--- config.mk ---
export PLATFORM = sky130hd
export DESIGN_NAME = hazard_ctrl_param_flat
export DESIGN_NICKNAME = d
export VERILOG_FILES = /design/src/rtl/hazard_pkg.sv /design/src/rtl/hazard_ctrl_param_if.sv /design/src/rtl/hazard_match.sv /design/src/rtl/hazard_ctrl_param.sv /design/src/flat_wrapper.sv
export SDC_FILE = /design/constraint.sdc
export NUM_CORES = 1
export LEC_CHECK = 0
export BUFFER_PORTS_ARGS = -buffer_cell sky130_fd_sc_hd__buf_2
export CAP_MARGIN = 20
export CORE_UTILIZATION = 56
export DETAILED_ROUTE_END_ITERATION = 12
export PLACE_DENSITY = 0.84
export SLEW_MARGIN = 20
export SYNTH_ARGS = -nofsm -noshare
export SYNTH_HDL_FRONTEND = slang
export SYNTH_SLANG_ARGS = --single-unit
--- constraint.sdc ---
create_clock -name clk -period 5.67 [get_ports clk]
set_input_delay 1.134 -clock clk [delete_from_list [all_inputs] [get_ports clk]]
set_output_delay 1.134 -clock clk [all_outputs]
set_load 0.005 [all_outputs]
--- src/rtl/hazard_pkg.sv ---
// Shared types and constants for the pipeline hazard controller and its helpers.
package hazard_pkg;

  typedef enum logic {
    StRun,
    StLoadWait
  } hz_state_e;

  localparam int unsigned REDIR_EX       = 2;
  localparam int unsigned REDIR_MEM      = 3;
  localparam int unsigned REG_AW_DEFAULT = 5;

endpackage

--- src/rtl/hazard_ctrl_param_if.sv ---
// Datapath-facing signal bundle of the hazard controller: ID/EX operands in, enables and
// counters out.
interface hazard_ctrl_param_if
  import hazard_pkg::*;
#(
  parameter int unsigned REG_AW = REG_AW_DEFAULT,
  parameter int unsigned CNT_W  = 16
) ();

  logic [REG_AW-1:0] rs1_id;
  logic [REG_AW-1:0] rs2_id;
  logic              rs1_used;
  logic              rs2_used;
  logic [REG_AW-1:0] idex_rd;
  logic              idex_mem_read;
  logic              redirect;
  logic              ex_busy;
  logic              cnt_clr;

  logic              pc_write;
  logic              ifid_write;
  logic              idex_write;
  logic              ifid_flush;
  logic              idex_flush;
  logic              exmem_flush;
  logic [CNT_W-1:0]  stall_cnt;
  logic [CNT_W-1:0]  flush_cnt;

  modport master (
    output rs1_id, rs2_id, rs1_used, rs2_used, idex_rd, idex_mem_read,
    output redirect, ex_busy, cnt_clr,
    input  pc_write, ifid_write, idex_write, ifid_flush, idex_flush, exmem_flush,
    input  stall_cnt, flush_cnt
  );

  modport slave (
    input  rs1_id, rs2_id, rs1_used, rs2_used, idex_rd, idex_mem_read,
    input  redirect, ex_busy, cnt_clr,
    output pc_write, ifid_write, idex_write, ifid_flush, idex_flush, exmem_flush,
    output stall_cnt, flush_cnt
  );

endinterface

--- src/rtl/hazard_match.sv ---
// Load-use comparator: flags an ID source that reads the destination of a load in EX.
module hazard_match
  import hazard_pkg::*;
#(
  parameter int unsigned REG_AW = REG_AW_DEFAULT
) (
  input  logic [REG_AW-1:0] rs1_id,
  input  logic [REG_AW-1:0] rs2_id,
  input  logic              rs1_used,
  input  logic              rs2_used,
  input  logic [REG_AW-1:0] idex_rd,
  input  logic              idex_mem_read,
  output logic              hit
);

  logic rd_nonzero;
  logic rs1_hit;
  logic rs2_hit;

  // Register 0 is hardwired to zero, so a load into it never creates a dependency.
  assign rd_nonzero = (idex_rd != '0);
  assign rs1_hit    = rs1_used && (rs1_id == idex_rd);
  assign rs2_hit    = rs2_used && (rs2_id == idex_rd);
  assign hit        = idex_mem_read && rd_nonzero && (rs1_hit || rs2_hit);

endmodule

--- src/rtl/hazard_ctrl_param.sv ---
// Pipeline hazard controller: load-use stall, multi-cycle EX freeze, redirect flush and
// saturating stall/flush event counters.
module hazard_ctrl_param
  import hazard_pkg::*;
#(
  parameter int unsigned REG_AW         = REG_AW_DEFAULT,
  parameter int unsigned LOAD_LAT       = 1,
  parameter int unsigned REDIRECT_STAGE = REDIR_EX,
  parameter int unsigned CNT_W          = 16
) (
  input logic                clk,
  input logic                rst,
  hazard_ctrl_param_if.slave hz
);

  localparam logic [2:0] LdInit = 3'(LOAD_LAT - 1);

  hz_state_e        state_q, state_d;
  logic [2:0]       ld_left_q, ld_left_d;
  logic [CNT_W-1:0] stall_cnt_q, stall_cnt_d;
  logic [CNT_W-1:0] flush_cnt_q, flush_cnt_d;
  logic             hit;
  logic             stall_inc;
  logic             flush_inc;
  logic             pc_write, ifid_write, idex_write;
  logic             ifid_flush, idex_flush, exmem_flush;

  hazard_match #(
    .REG_AW(REG_AW)
  ) u_match (
    .rs1_id       (hz.rs1_id),
    .rs2_id       (hz.rs2_id),
    .rs1_used     (hz.rs1_used),
    .rs2_used     (hz.rs2_used),
    .idex_rd      (hz.idex_rd),
    .idex_mem_read(hz.idex_mem_read),
    .hit          (hit)
  );

  always_comb begin
    pc_write    = 1'b1;
    ifid_write  = 1'b1;
    idex_write  = 1'b1;
    ifid_flush  = 1'b0;
    idex_flush  = 1'b0;
    exmem_flush = 1'b0;
    state_d     = state_q;
    ld_left_d   = ld_left_q;
    stall_inc   = 1'b0;
    flush_inc   = 1'b0;
    if (rst) begin
      pc_write    = 1'b0;
      ifid_write  = 1'b0;
      idex_write  = 1'b0;
      ifid_flush  = 1'b1;
      idex_flush  = 1'b1;
      exmem_flush = 1'b1;
      state_d     = StRun;
      ld_left_d   = '0;
    end else if (hz.redirect) begin
      ifid_flush  = 1'b1;
      idex_flush  = 1'b1;
      exmem_flush = (REDIRECT_STAGE == REDIR_MEM);
      state_d     = StRun;
      ld_left_d   = '0;
      flush_inc   = 1'b1;
    end else if (hz.ex_busy) begin
      // Freeze the front end; EX/MEM takes bubbles while the unit grinds. Load stall holds.
      pc_write    = 1'b0;
      ifid_write  = 1'b0;
      idex_write  = 1'b0;
      exmem_flush = 1'b1;
      stall_inc   = 1'b1;
    end else if (state_q == StLoadWait) begin
      pc_write   = 1'b0;
      ifid_write = 1'b0;
      idex_flush = 1'b1;
      stall_inc  = 1'b1;
      if (ld_left_q == 3'd1) begin
        state_d   = StRun;
        ld_left_d = '0;
      end else begin
        ld_left_d = ld_left_q - 3'd1;
      end
    end else if (hit) begin
      pc_write   = 1'b0;
      ifid_write = 1'b0;
      idex_flush = 1'b1;
      stall_inc  = 1'b1;
      if (LOAD_LAT > 1) begin
        state_d   = StLoadWait;
        ld_left_d = LdInit;
      end
    end
  end

  always_comb begin
    stall_cnt_d = stall_cnt_q;
    flush_cnt_d = flush_cnt_q;
    if (hz.cnt_clr) begin
      stall_cnt_d = '0;
      flush_cnt_d = '0;
    end else begin
      if (stall_inc && (stall_cnt_q != '1)) stall_cnt_d = stall_cnt_q + 1'b1;
      if (flush_inc && (flush_cnt_q != '1)) flush_cnt_d = flush_cnt_q + 1'b1;
    end
  end

  always_ff @(posedge clk or posedge rst) begin
    if (rst) begin
      state_q     <= StRun;
      ld_left_q   <= '0;
      stall_cnt_q <= '0;
      flush_cnt_q <= '0;
    end else begin
      state_q     <= state_d;
      ld_left_q   <= ld_left_d;
      stall_cnt_q <= stall_cnt_d;
      flush_cnt_q <= flush_cnt_d;
    end
  end

  assign hz.pc_write    = pc_write;
  assign hz.ifid_write  = ifid_write;
  assign hz.idex_write  = idex_write;
  assign hz.ifid_flush  = ifid_flush;
  assign hz.idex_flush  = idex_flush;
  assign hz.exmem_flush = exmem_flush;
  assign hz.stall_cnt   = stall_cnt_q;
  assign hz.flush_cnt   = flush_cnt_q;

endmodule

--- src/flat_wrapper.sv ---
// flat-port wrapper written by rule: the top's interface ports become plain ports
module hazard_ctrl_param_flat import hazard_pkg::*;
#(
  parameter int unsigned REG_AW         = REG_AW_DEFAULT,
  parameter int unsigned LOAD_LAT       = 1,
  parameter int unsigned REDIRECT_STAGE = REDIR_EX,
  parameter int unsigned CNT_W          = 16
)
  (clk, rst, hz_rs1_id, hz_rs2_id, hz_rs1_used, hz_rs2_used, hz_idex_rd, hz_idex_mem_read, hz_redirect, hz_ex_busy, hz_cnt_clr, hz_pc_write, hz_ifid_write, hz_idex_write, hz_ifid_flush, hz_idex_flush, hz_exmem_flush, hz_stall_cnt, hz_flush_cnt);
  hazard_ctrl_param_if #(.REG_AW(REG_AW), .CNT_W(CNT_W)) hz_i ();
  input logic clk;
  input logic rst;
  input wire logic [$bits(hz_i.rs1_id)-1:0] hz_rs1_id;
  input wire logic [$bits(hz_i.rs2_id)-1:0] hz_rs2_id;
  input wire logic [$bits(hz_i.rs1_used)-1:0] hz_rs1_used;
  input wire logic [$bits(hz_i.rs2_used)-1:0] hz_rs2_used;
  input wire logic [$bits(hz_i.idex_rd)-1:0] hz_idex_rd;
  input wire logic [$bits(hz_i.idex_mem_read)-1:0] hz_idex_mem_read;
  input wire logic [$bits(hz_i.redirect)-1:0] hz_redirect;
  input wire logic [$bits(hz_i.ex_busy)-1:0] hz_ex_busy;
  input wire logic [$bits(hz_i.cnt_clr)-1:0] hz_cnt_clr;
  output wire logic [$bits(hz_i.pc_write)-1:0] hz_pc_write;
  output wire logic [$bits(hz_i.ifid_write)-1:0] hz_ifid_write;
  output wire logic [$bits(hz_i.idex_write)-1:0] hz_idex_write;
  output wire logic [$bits(hz_i.ifid_flush)-1:0] hz_ifid_flush;
  output wire logic [$bits(hz_i.idex_flush)-1:0] hz_idex_flush;
  output wire logic [$bits(hz_i.exmem_flush)-1:0] hz_exmem_flush;
  output wire logic [$bits(hz_i.stall_cnt)-1:0] hz_stall_cnt;
  output wire logic [$bits(hz_i.flush_cnt)-1:0] hz_flush_cnt;
  assign hz_i.rs1_id = hz_rs1_id;
  assign hz_i.rs2_id = hz_rs2_id;
  assign hz_i.rs1_used = hz_rs1_used;
  assign hz_i.rs2_used = hz_rs2_used;
  assign hz_i.idex_rd = hz_idex_rd;
  assign hz_i.idex_mem_read = hz_idex_mem_read;
  assign hz_i.redirect = hz_redirect;
  assign hz_i.ex_busy = hz_ex_busy;
  assign hz_i.cnt_clr = hz_cnt_clr;
  assign hz_pc_write = hz_i.pc_write;
  assign hz_ifid_write = hz_i.ifid_write;
  assign hz_idex_write = hz_i.idex_write;
  assign hz_ifid_flush = hz_i.ifid_flush;
  assign hz_idex_flush = hz_i.idex_flush;
  assign hz_exmem_flush = hz_i.exmem_flush;
  assign hz_stall_cnt = hz_i.stall_cnt;
  assign hz_flush_cnt = hz_i.flush_cnt;
  hazard_ctrl_param #(.REG_AW(REG_AW), .LOAD_LAT(LOAD_LAT), .REDIRECT_STAGE(REDIRECT_STAGE), .CNT_W(CNT_W)) u_core (.clk(clk), .rst(rst), .hz(hz_i));
endmodule
Yosys cells after proc, flatten, opt, wreduce, memory -nomap -nowiden
Cells that the tools add are included.
W data, S select, Z words.
{ "totals": {"regBits": 36, "in_bits": 23, "output_inout_bits": 38} }
{ "op_classes": {"n_addsub": 3, "eq_ne": 6, "muxes": 36, "n_reduce_logical": 12} }
{ "ops": {"columns": ["op", "n"], "rows": [
  ["$mux W16", 4],
  ["$add A16 B1 Y16 const B", 2],
  ["$ne A16 B16 Y1 const B", 2],
  ["$mux W1", 27],
  ["$mux W3", 5],
  ["$eq A5 B5 Y1", 2],
  ["$logic_and A1 B1 Y1", 6],
  ["$reduce_bool A5 Y1", 1],
  ["$reduce_bool A2 Y1", 2],
  ["$eq A3 B1 Y1 const B", 1],
  ["$ne A3 B3 Y1 const B", 1],
  ["$reduce_bool A3 Y1", 1],
  ["$sub A3 B1 Y3 const B", 1],
  ["$reduce_and A2 Y1", 1],
  ["$logic_or A1 B1 Y1", 1]
]} }

Depth between registers and ports, before layout
Gate-level depths: netlist (run 1).
{ "logic_depth": {"word_depth": 12, "mapped_depth": 8} }

Modules after synthesis
From an unflattened synthesis (run 1), not the netlist that was laid out.
{ "hier_totals": {"hier_cells": 252, "hier_area_um2": 2247.2} }
{ "by_module_without_submodules": {"columns": ["mod", "n_inst", "cells_each", "area_per_inst_um2"], "rows": [
  ["hazard_ctrl_param", 1, 235, 2113.3],
  ["hazard_match", 1, 17, 133.9]
]} }

Least setup slack after synthesis (run 1)
No wires, ideal clock.
{ "synth_timing": {"kind": "input to output", "startpoint": "input port hz_idex_rd[0]", "endpoint": "output port hz_pc_write", "arrival_ns": 2.516, "required_time_ns": 4.536, "setup_slack_ns": 2.020, "path_stages": 6, "n_path_buf": 1, "cell_sequence": "or4_1 o21ai_1 inv_1 a211o_1 a21oi_1 buf_4"} }
{ "synth_via": {"elab_chain_len": 9, "word_cells_on_any_way": 13, "cone_classes": "eq/ne: 2; mux: 5; reduce/logical: 6"} }
{ "synth_lines": {"columns": ["item", "line", "text"], "rows": [
  ["from (decl)", "flat_wrapper.sv:17", "input wire logic [$bits(hz_i.idex_rd)-1:0] hz_idex_rd;"],
  ["$eq A5 B5 Y1 (on tied branches)", "hazard_match.sv:22, hazard_match.sv:23", null],
  ["$logic_and A1 B1 Y1 (on tied branches)", "hazard_match.sv:22, hazard_match.sv:23", null],
  ["$logic_or A1 B1 Y1", "hazard_match.sv:24", "assign hit = idex_mem_read && rd_nonzero && (rs1_hit || rs2_hit);"],
  ["$logic_and A1 B1 Y1 (*)", "hazard_match.sv:24", null],
  ["$mux W1 (*) (5 in a row)", null, null],
  ["to (decl)", "flat_wrapper.sv:22", "output wire logic [$bits(hz_i.pc_write)-1:0] hz_pc_write;"]
]} }
Every way passes the cells marked *; elsewhere a longest branch is shown, timed or not.

Worst setup path in the final report (run 1)
{ "layout_timing": {"startpoint": "input port hz_idex_rd[0]", "endpoint": "output port hz_pc_write"} }
{ "layout_via": {"elab_chain_len": 9, "word_cells_on_any_way": 13, "cone_classes": "eq/ne: 2; mux: 5; reduce/logical: 6"} }
{ "layout_lines": {"columns": ["item", "line", "text"], "rows": [
  ["$eq A5 B5 Y1 (on tied branches)", "hazard_match.sv:22, hazard_match.sv:23", null],
  ["$logic_and A1 B1 Y1 (on tied branches)", "hazard_match.sv:22, hazard_match.sv:23", null],
  ["$logic_or A1 B1 Y1", "hazard_match.sv:24", null],
  ["$logic_and A1 B1 Y1 (*)", "hazard_match.sv:24", null],
  ["$mux W1 (*)", "hazard_ctrl_param.sv:85", "end else if (hit) begin"],
  ["$mux W1 (*)", "hazard_ctrl_param.sv:74", "end else if (state_q == StLoadWait) begin"],
  ["$mux W1 (*)", "hazard_ctrl_param.sv:67", "end else if (hz.ex_busy) begin"],
  ["$mux W1 (*)", "hazard_ctrl_param.sv:60", "end else if (hz.redirect) begin"],
  ["$mux W1 (*)", "hazard_ctrl_param.sv:51", "if (rst) begin"]
]} }
Marked as above.

==> results of run 1 <==
-- logic make-up after synthesis --
| kind of cell | Yosys count | synth area share (%) |
|---|---|---|
| AOI/OAI and AO/OA | 35 | 10.8 |
| xor gates and xnor gates | 24 | 9.80 |
| adders and majority gates | 4 | 2.33 |
| buffers and inverters | 22 | 4.55 |
| DFF | 36 | 42.0 |
| muxes | 9 | 4.84 |
| and+or+nand+nor | 109 | 25.7 |
-- tightest hold or removal path: stages (launching register included) --
cell and delay (ns):
dfrtp_1 0.38, xor2_1 0.08, nor2_1 0.07
-- per-stage QoR --
step / hold slack, ns / power (mW) / std cells / worst slack, ns
final: 0.566 / 0.498 / 345 / 1.87
after global routing: 0.612 / 0.516 / 345 / 1.80
after CTS: 0.572 / 0.503 / 345 / 1.85
after detailed placement: 0.550 / 0.314 / 337 / 1.85
after global placement: 0.544 / 0.313 / 337 / 1.88
after floorplan: 0.525 / 0.295 / 239 / 2.02
-- state kept, by name, summed over array words and instances (netlist names) --
signal and cells:
u_core.hz.flush_cnt 16, u_core.hz.stall_cnt 16, u_core.ld_left_q 3, u_core.state_q 1
-- per-layer routing --
layer  track usage (%)  vias up  part of all wire, %  wire length [um]
li1                  -      967                    -                 -
met1              31.8      969                   45              2130
met2              41.5       51                   48              2230
met3              7.14        9                  5.2               242
met4              7.95        0                  1.8                82
met5                 0        -                    0                 0
-- worst max path at each step --
stage	startpoint	endpoint	slack, ns	cells past startpoint
2_1_floorplan	hz_idex_rd[0]	hz_pc_write	2.02	6
3_3_place_gp	hz_idex_rd[0]	hz_ifid_write	1.88	7
3_5_place_dp	hz_idex_rd[0]	hz_pc_write	1.85	7
4_1_cts	hz_idex_rd[0]	hz_ifid_write	1.85	7
5_1_grt	hz_idex_rd[0]	hz_pc_write	1.80	7
6_report	hz_idex_rd[0]	hz_pc_write	1.87	7
-- layout make-up --
cell class / instances / area (um^2) / area share, %
multi-input combinational: 181 / 1150 / 45.0
tap: 48 / 60.1 / 2.36
clock inverter: 2 / 10.0 / 0.393
sequential: 36 / 901 / 35.3
inverter: 11 / 41.3 / 1.62
clock buffer: 6 / 82.6 / 3.24
timing repair buffer: 61 / 308 / 12.1
-- synthesized netlist by cell type --
library cell,count
nor4_1,8
xnor2_1,19
nor4b_1,1
nand3_1,15
or2_2,1
mux2_1,5
mux2i_1,1
buf_4,1
inv_1,11
clkbuf_1,6
mux2_4,1
ha_1,4
or4_1,8
nor2_1,30
nor2b_1,8
xor2_1,5
nand2_1,18
dfrtp_1,36
and3_1,1
nand4_1,9
o31ai_1,7
a31oi_1,1
or3_1,3
a211oi_1,1
o21ai_1,1
mux2_2,2
a21o_1,1
a21oi_1,13
a211o_1,1
o21ai_0,5
buf_6,1
nor3_1,6
buf_2,3
o311a_1,1
a41o_1,1
and4_1,1
a211oi_4,1
a311oi_1,1
o22ai_1,1
-- power groups by stage --
stage	sequential, mW	clock (mW)	combinational (mW)
after floorplan	0.265	0	0.0307
after global placement	0.265	0	0.0480
after detailed placement	0.265	0	0.0489
after CTS	0.260	0.194	0.0491
after global routing	0.260	0.202	0.0544
final	0.260	0.189	0.0483
==> run_results.csv, run 1 <==
group,metric,value,unit
clock_tree,clk_pin_slew,0.06,ns
place,hpwl,3320,um
clock_tree,numCtsBuffers,5,
logic_synthesis,yosysUniqueCellTypes,39,
global_routing,antenna_found_initial,0,
logic_synthesis,yosysSeqAreaShare,42.0,%
logic_synthesis,avgSynthCellArea,8.98,um^2
global_routing,grt_max_degree,40,
logic_synthesis,synth_top_area_share,42.0,%
sta,finClkSkew,0.00612,ns
power_and_ir_drop,switchingPower,0.124,mW
floorplan,core,0.00366,mm^2
sta,final-hold-violation-count,0,
worst_setup_path,reg2reg_from,"u_core.hz.stall_cnt[0]$_DFFE_PP0P_",
worst_setup_path,crit_buf_inv,3,
logic_synthesis,synthTopCellsByArea,"dfrtp_1 (42%), xnor2_1 (7.8%), nor2_1 (5.2%), nand3_1 (3.5%), nand2_1 (3.1%)",
floorplan,num_rows,22,
final_layout,fill_cells,300,
worst_setup_path,end_kind,"primary output",
sta,finalCritPeriodShare,66.9,%
clock_tree,cts_setup_buffers,0,
global_routing,grt_use_total,25.2,%
final_layout,fin_nets,323,
logic_synthesis,synth_area,0.00215,mm^2
power_and_ir_drop,sw_frac_of_total,24.9,%
logic_synthesis,synth_nets,266,
place,dpl_cell_area,0.00246,mm^2
sta,fmax,263,MHz
floorplan,initial_core_util,58.6,%
final_layout,drive_gt1_share,24.9,%
clock_tree,htree_levels,2,
worst_setup_path,r2r-end,"u_core.hz.stall_cnt[11]$_DFFE_PP0P_",
worst_setup_path,crit_slowest_cell,"or4_1",
flow_run,cap_violations,0,
worst_setup_path,critical_path.cell_chain,"buf_2 > or4_1 > o21ai_1 > inv_1 > a211o_1 > a21oi_1 > buf_2",
clock_tree,cts_resized,0,
clock_tree,cts_max_path_buffers,2,
worst_setup_path,rr_worst_depth,7,
final_layout,layout_common_cells,"buf_2 (60), dfrtp_1 (36), nor2_1 (30), xnor2_1 (19), nand2_1 (18)",
power_and_ir_drop,p_comb_share,9.7,%
floorplan,die_y,63.9,um
sta,drv_slew,0,
worst_setup_path,slowest_delay,0.51,ns
worst_setup_path,crit_family,"compound AO/OA/AOI/OAI gates",
power_and_ir_drop,p_per_area,195,mW/mm^2
clock_tree,cts_tree,"yes",
sta,rsz0062_at_grt,"false",
power_and_ir_drop,power.internal,0.373,mW
drt,num_vias,1996,
global_routing,grt_overflow,0,
final_layout,n_antenna_cell,0,
final_layout,fin_area,0.00255,mm^2
hold_path,hold_end,"u_core.hz.flush_cnt[8]$_DFFE_PP0P_",
drt,post_drt_wl_per_cell,13.6,um
final_layout,final_util,69.7,%
logic_synthesis,syn_inst,239,
clock_tree,cts-root-buf,"clkbuf_8",
floorplan,num_io_pins,61,
hold_path,min_path_cells,2,
power_and_ir_drop,irDropWorstVdd,170,uV
global_routing,grt_pass1_wl,7950,um
place,port_buffers,60,
worst_setup_path,startpoint_type,"input pin",
sta,relSlewSlack,46.9,%
drt,drtIter0Drc,123,
place,globalplace.congestion,0.815,
logic_synthesis,ys_ff_latch,36,
sta,tightest_slew,0.794,ns
sta,fin_setup_tns,0,ns
power_and_ir_drop,seqPwrFrac,52.2,%
worst_setup_path,worstSetupPathType,"in -> out",
floorplan,die_x,63.9,um
final_layout,layout_commonest_cell,"buf_2",
worst_setup_path,rrSetupSlack,3.02,ns
drt,drt_wl_total,4680,um
floorplan,floorplan.die_area,0.00408,mm^2
run_status,status,"finished clean",
worst_setup_path,cpMostUsedCell,"buf_2",
clock_tree,postCtsHoldBufs,0,
global_routing,grt_pass1_vias,1793,
worst_setup_path,required,4.54,ns
power_and_ir_drop,cellLeakagePower,1.16,nW
logic_synthesis,yosysWarnings,0,
drt,dr.pass1.iters,4,
logic_synthesis,yosysTopAreaCell,"dfrtp_1",
drt,drcViolationCount,0,
worst_setup_path,crit_arrival,2.66,ns
drt,vias_per_cell,5.79,
clock_tree,cts.sinks,36,
hold_path,hp-start,"u_core.hz.flush_cnt[8]$_DFFE_PP0P_",
drt,ant_nets,0,
power_and_ir_drop,p_clk_share,38.0,%
hold_path,hold_path.class,"reg -> reg",
sta,min_period,3.80,ns
clock_tree,clk_latency,0.29,ns
final_layout,area_delta_synth_final,18.8,%
sta,setup-violations-final,0,
worst_setup_path,path_max_fanout,3,
(Power assumes the default switching activity.)
==> inputs of run 2 (changes only) <==
--- a/config.mk
+++ b/config.mk
@@ -5,11 +5,12 @@
 export SDC_FILE = /design/constraint.sdc
 export NUM_CORES = 1
 export LEC_CHECK = 0
+export ABC_AREA = 1
 export BUFFER_PORTS_ARGS = -buffer_cell sky130_fd_sc_hd__buf_2
 export CAP_MARGIN = 20
-export CORE_UTILIZATION = 56
+export CORE_UTILIZATION = 48
 export DETAILED_ROUTE_END_ITERATION = 12
-export PLACE_DENSITY = 0.84
+export PLACE_DENSITY = 0.75
 export SLEW_MARGIN = 20
 export SYNTH_ARGS = -nofsm -noshare
 export SYNTH_HDL_FRONTEND = slang
==> constraint.sdc (replaced) <==
create_clock -name clk -period 3.1 [get_ports clk]
set_input_delay 0.62 -clock clk [delete_from_list [all_inputs] [get_ports clk]]
set_output_delay 0.62 -clock clk [all_outputs]
set_load 0.005 [all_outputs]
==> run 2 against run 1 <==
  * Area after synthesis rose by 15%
  * Utilization fell by 9.6 points
  * Cell count rose by 41%
  * Combinational power rose to 2.5 times the previous value
  * Hold slack got worse by 0.055 ns
  * Sequential share of layout area fell by 4.4 points
  * Total power rose by 91%
  * Clock power rose by 80%
  * Flip-flop and latch count did not move
  * Largest cell class unchanged
  * Clock skew fell by 0.0018 ns
  * Sequential power rose by 88%
==> run_results.csv, run 2 <==
group,metric,value,unit
floorplan,floorplan.die_area,0.00544,mm^2
logic_synthesis,yosysTopAreaCell,"dfrtp_1",
sta,tightest_slew,0.588,ns
sta,finalCritPeriodShare,72.6,%
logic_synthesis,yosysMostFrequentCell,"nand2_1",
final_layout,fin_nets,444,
run_status,status,"finished clean",
logic_synthesis,synth-main-ff-cell,"dfrtp_1",
clock_tree,cts.sinks,36,
logic_synthesis,yosysUniqueCellTypes,34,
clock_tree,clk_latency,0.29,ns
place,hpwl,4080,um
floorplan,die_x,73.8,um
drt,wl_met1,2640,um
drt,num_vias,2393,
drt,drtIter0Drc,115,
final_layout,final_util,60.0,%
power_and_ir_drop,p_per_area,326,mW/mm^2
drt,wl_met3,218,um
worst_setup_path,startpoint_type,"input pin",
sta,finClkSkew,0.00427,ns
power_and_ir_drop,cellLeakagePower,1.57,nW
power_and_ir_drop,p_comb_share,12.9,%
place,pre_cts_ws,0.844,ns
logic_synthesis,syn_inst,356,
drt,post_drt_wl_per_cell,11.2,um
clock_tree,cts_resized,0,
floorplan,initial_core_util,51.0,%
final_layout,fin_area,0.00291,mm^2
power_and_ir_drop,power.internal,0.703,mW
worst_setup_path,crit_arrival,1.63,ns
clock_tree,postCtsHoldBufs,0,
sta,drv_slew,0,
global_routing,grt_pass1_wl,9250,um
power_and_ir_drop,p_clk_share,35.8,%
clock_tree,cts_max_path_buffers,2,
clock_tree,cts_setup_buffers,0,
floorplan,num_rows,25,
logic_synthesis,synth_nets,383,
sta,min_period,2.25,ns
clock_tree,numCtsBuffers,5,
floorplan,core,0.00485,mm^2
final_layout,area_delta_synth_final,17.8,%
drt,drt_wl_total,5440,um
global_routing,grt_overflow,0,
sta,rsz0062_at_grt,"false",
logic_synthesis,avgSynthCellArea,6.94,um^2
clock_tree,htree_levels,2,
final_layout,layout_common_cells,"nand2_1 (100), buf_2 (60), inv_1 (49), nor2_1 (41), dfrtp_1 (36)",
logic_synthesis,synth_area,0.00247,mm^2
hold_path,hold_path.class,"in -> async",
worst_setup_path,worstSetupPathType,"in -> out",
place,numPlacedInstances,477,
sta,fin_ws,0.851,ns
place,globalplace.congestion,0.871,
drt,vias_per_cell,4.93,
power_and_ir_drop,irDropWorstVdd,203,uV
worst_setup_path,end_kind,"primary output",
final_layout,fin_cells,485,
drt,drcViolationCount,0,
place,dpl_cell_area,0.00282,mm^2
logic_synthesis,synth-edff-count,0,
logic_synthesis,yosysSeqAreaShare,36.5,%
logic_synthesis,synthTopCellsByArea,"dfrtp_1 (36%), nand2_1 (15%), inv_1 (7.4%), nand3_1 (6.9%), nor2_1 (6.2%)",
sta,fin_setup_tns,0,ns
clock_tree,cts_tree,"yes",
logic_synthesis,synth_top_area_share,36.5,%
worst_setup_path,required,2.48,ns
logic_synthesis,ys_ff_latch,36,
place,port_buffers,60,
sta,final-hold-violation-count,0,
drt,dr.pass1.iters,4,
power_and_ir_drop,switchingPower,0.247,mW
final_layout,n_antenna_cell,0,
drt,top_layer,"met4",
floorplan,num_io_pins,61,
clock_tree,clk_pin_slew,0.07,ns
drt,ant_nets,0,
logic_synthesis,yosysWarnings,0,
worst_setup_path,rrSetupSlack,1.04,ns
logic_synthesis,synth-async-reset-ratio,100,%
power_and_ir_drop,sw_frac_of_total,26.0,%
final_layout,drive_gt1_share,21.8,%
sta,relSlewSlack,60.8,%
power_and_ir_drop,seqPwrFrac,51.3,%
floorplan,die_y,73.8,um
global_routing,antenna_found_initial,0,
sta,fmax,445,MHz
global_routing,grt_max_degree,37,
power_and_ir_drop,fin_total_pwr,0.950,mW
clock_tree,cts-root-buf,"clkbuf_8",
sta,whs,0.511,ns
sta,setup-violations-final,0,
logic_synthesis,synth_commonest_cells,"nand2_1 (100), inv_1 (49), nor2_1 (41), dfrtp_1 (36), nand3_1 (34)",
flow_run,cap_violations,0,
worst_setup_path,path_max_fanout,4,
global_routing,grt_use_total,22.2,%
final_layout,layout_commonest_cell,"nand2_1",
drt,met2RoutedLength,2510,um
global_routing,grt_pass1_vias,2126,
final_layout,fill_cells,477,
-- run 2: cell types whose count changed in the layout (fill, tap and decap cells not counted), sizes merged, moves of 8 or more --
cell	before	now
nand2	18	105
inv	11	53
nand3	15	36
nor2	30	47
xnor2	19	3
xor2	5	14
mux2	8	0
nor2b	8	0
or4	8	0
-- run 2: per-layer routing --
layer | vias up | global-route usage, %
met5 | - | 0
li1 | 1235 | -
met1 | 1094 | 29.5
met2 | 55 | 36.9
met4 | 0 | 5.77
met3 | 9 | 4.25
-- run 2: critical path: stages --
cell	delay, ns
buf_2	0.11
inv_1	0.10
nand4_1	0.10
o21ai_0	0.15
inv_1	0.08
nand2_1	0.08
nand3_2	0.09
a21oi_1	0.17
buf_2	0.14
-- run 2: layout make-up --
class / count / area (um^2) / area share, %
well taps: 67 / 83.8 / 2.88
repair buffers: 63 / 323 / 11.1
flip-flops and latches: 36 / 901 / 31.0
inverters: 53 / 199 / 6.84
clock buffers: 8 / 90.1 / 3.10
multi-input cells: 258 / 1310 / 45.1
-- run 2: path summary, 6_finish.rpt --
kind                                                       to  depth (start not counted)                               start
max                                               hz_pc_write                          9                       hz_idex_rd[3]
min                        u_core.hz.flush_cnt[2]$_DFFE_PP0P_                          3                                 rst
max reg2reg                u_core.hz.flush_cnt[8]$_DFFE_PP0P_                          9  u_core.hz.flush_cnt[0]$_DFFE_PP0P_
min reg2reg                u_core.hz.flush_cnt[9]$_DFFE_PP0P_                          1  u_core.hz.flush_cnt[9]$_DFFE_PP0P_
max in group asynchronous          u_core.state_q$_DFFE_PP0P_                          3                                 rst
min in group clk           u_core.hz.flush_cnt[9]$_DFFE_PP0P_                          1  u_core.hz.flush_cnt[9]$_DFFE_PP0P_
-- run 2: kinds of logic after synthesis --
group	after synthesis	share of synthesized area, %
fa+ha+maj	4	2.03
simple gates	207	38.4
flops	36	36.5
buf+inv	62	10.4
xor+xnor	17	6.03
compound gates	30	6.68
-- run 2: power by group through the flow --
stage               Sequential (mW)  Combinational, mW  Clock, mW
finish                        0.488              0.122      0.340
global route                  0.489              0.142      0.366
CTS                           0.488              0.124      0.349
detailed placement            0.496              0.123          0
global placement              0.496              0.121          0
floorplan                     0.495             0.0784          0
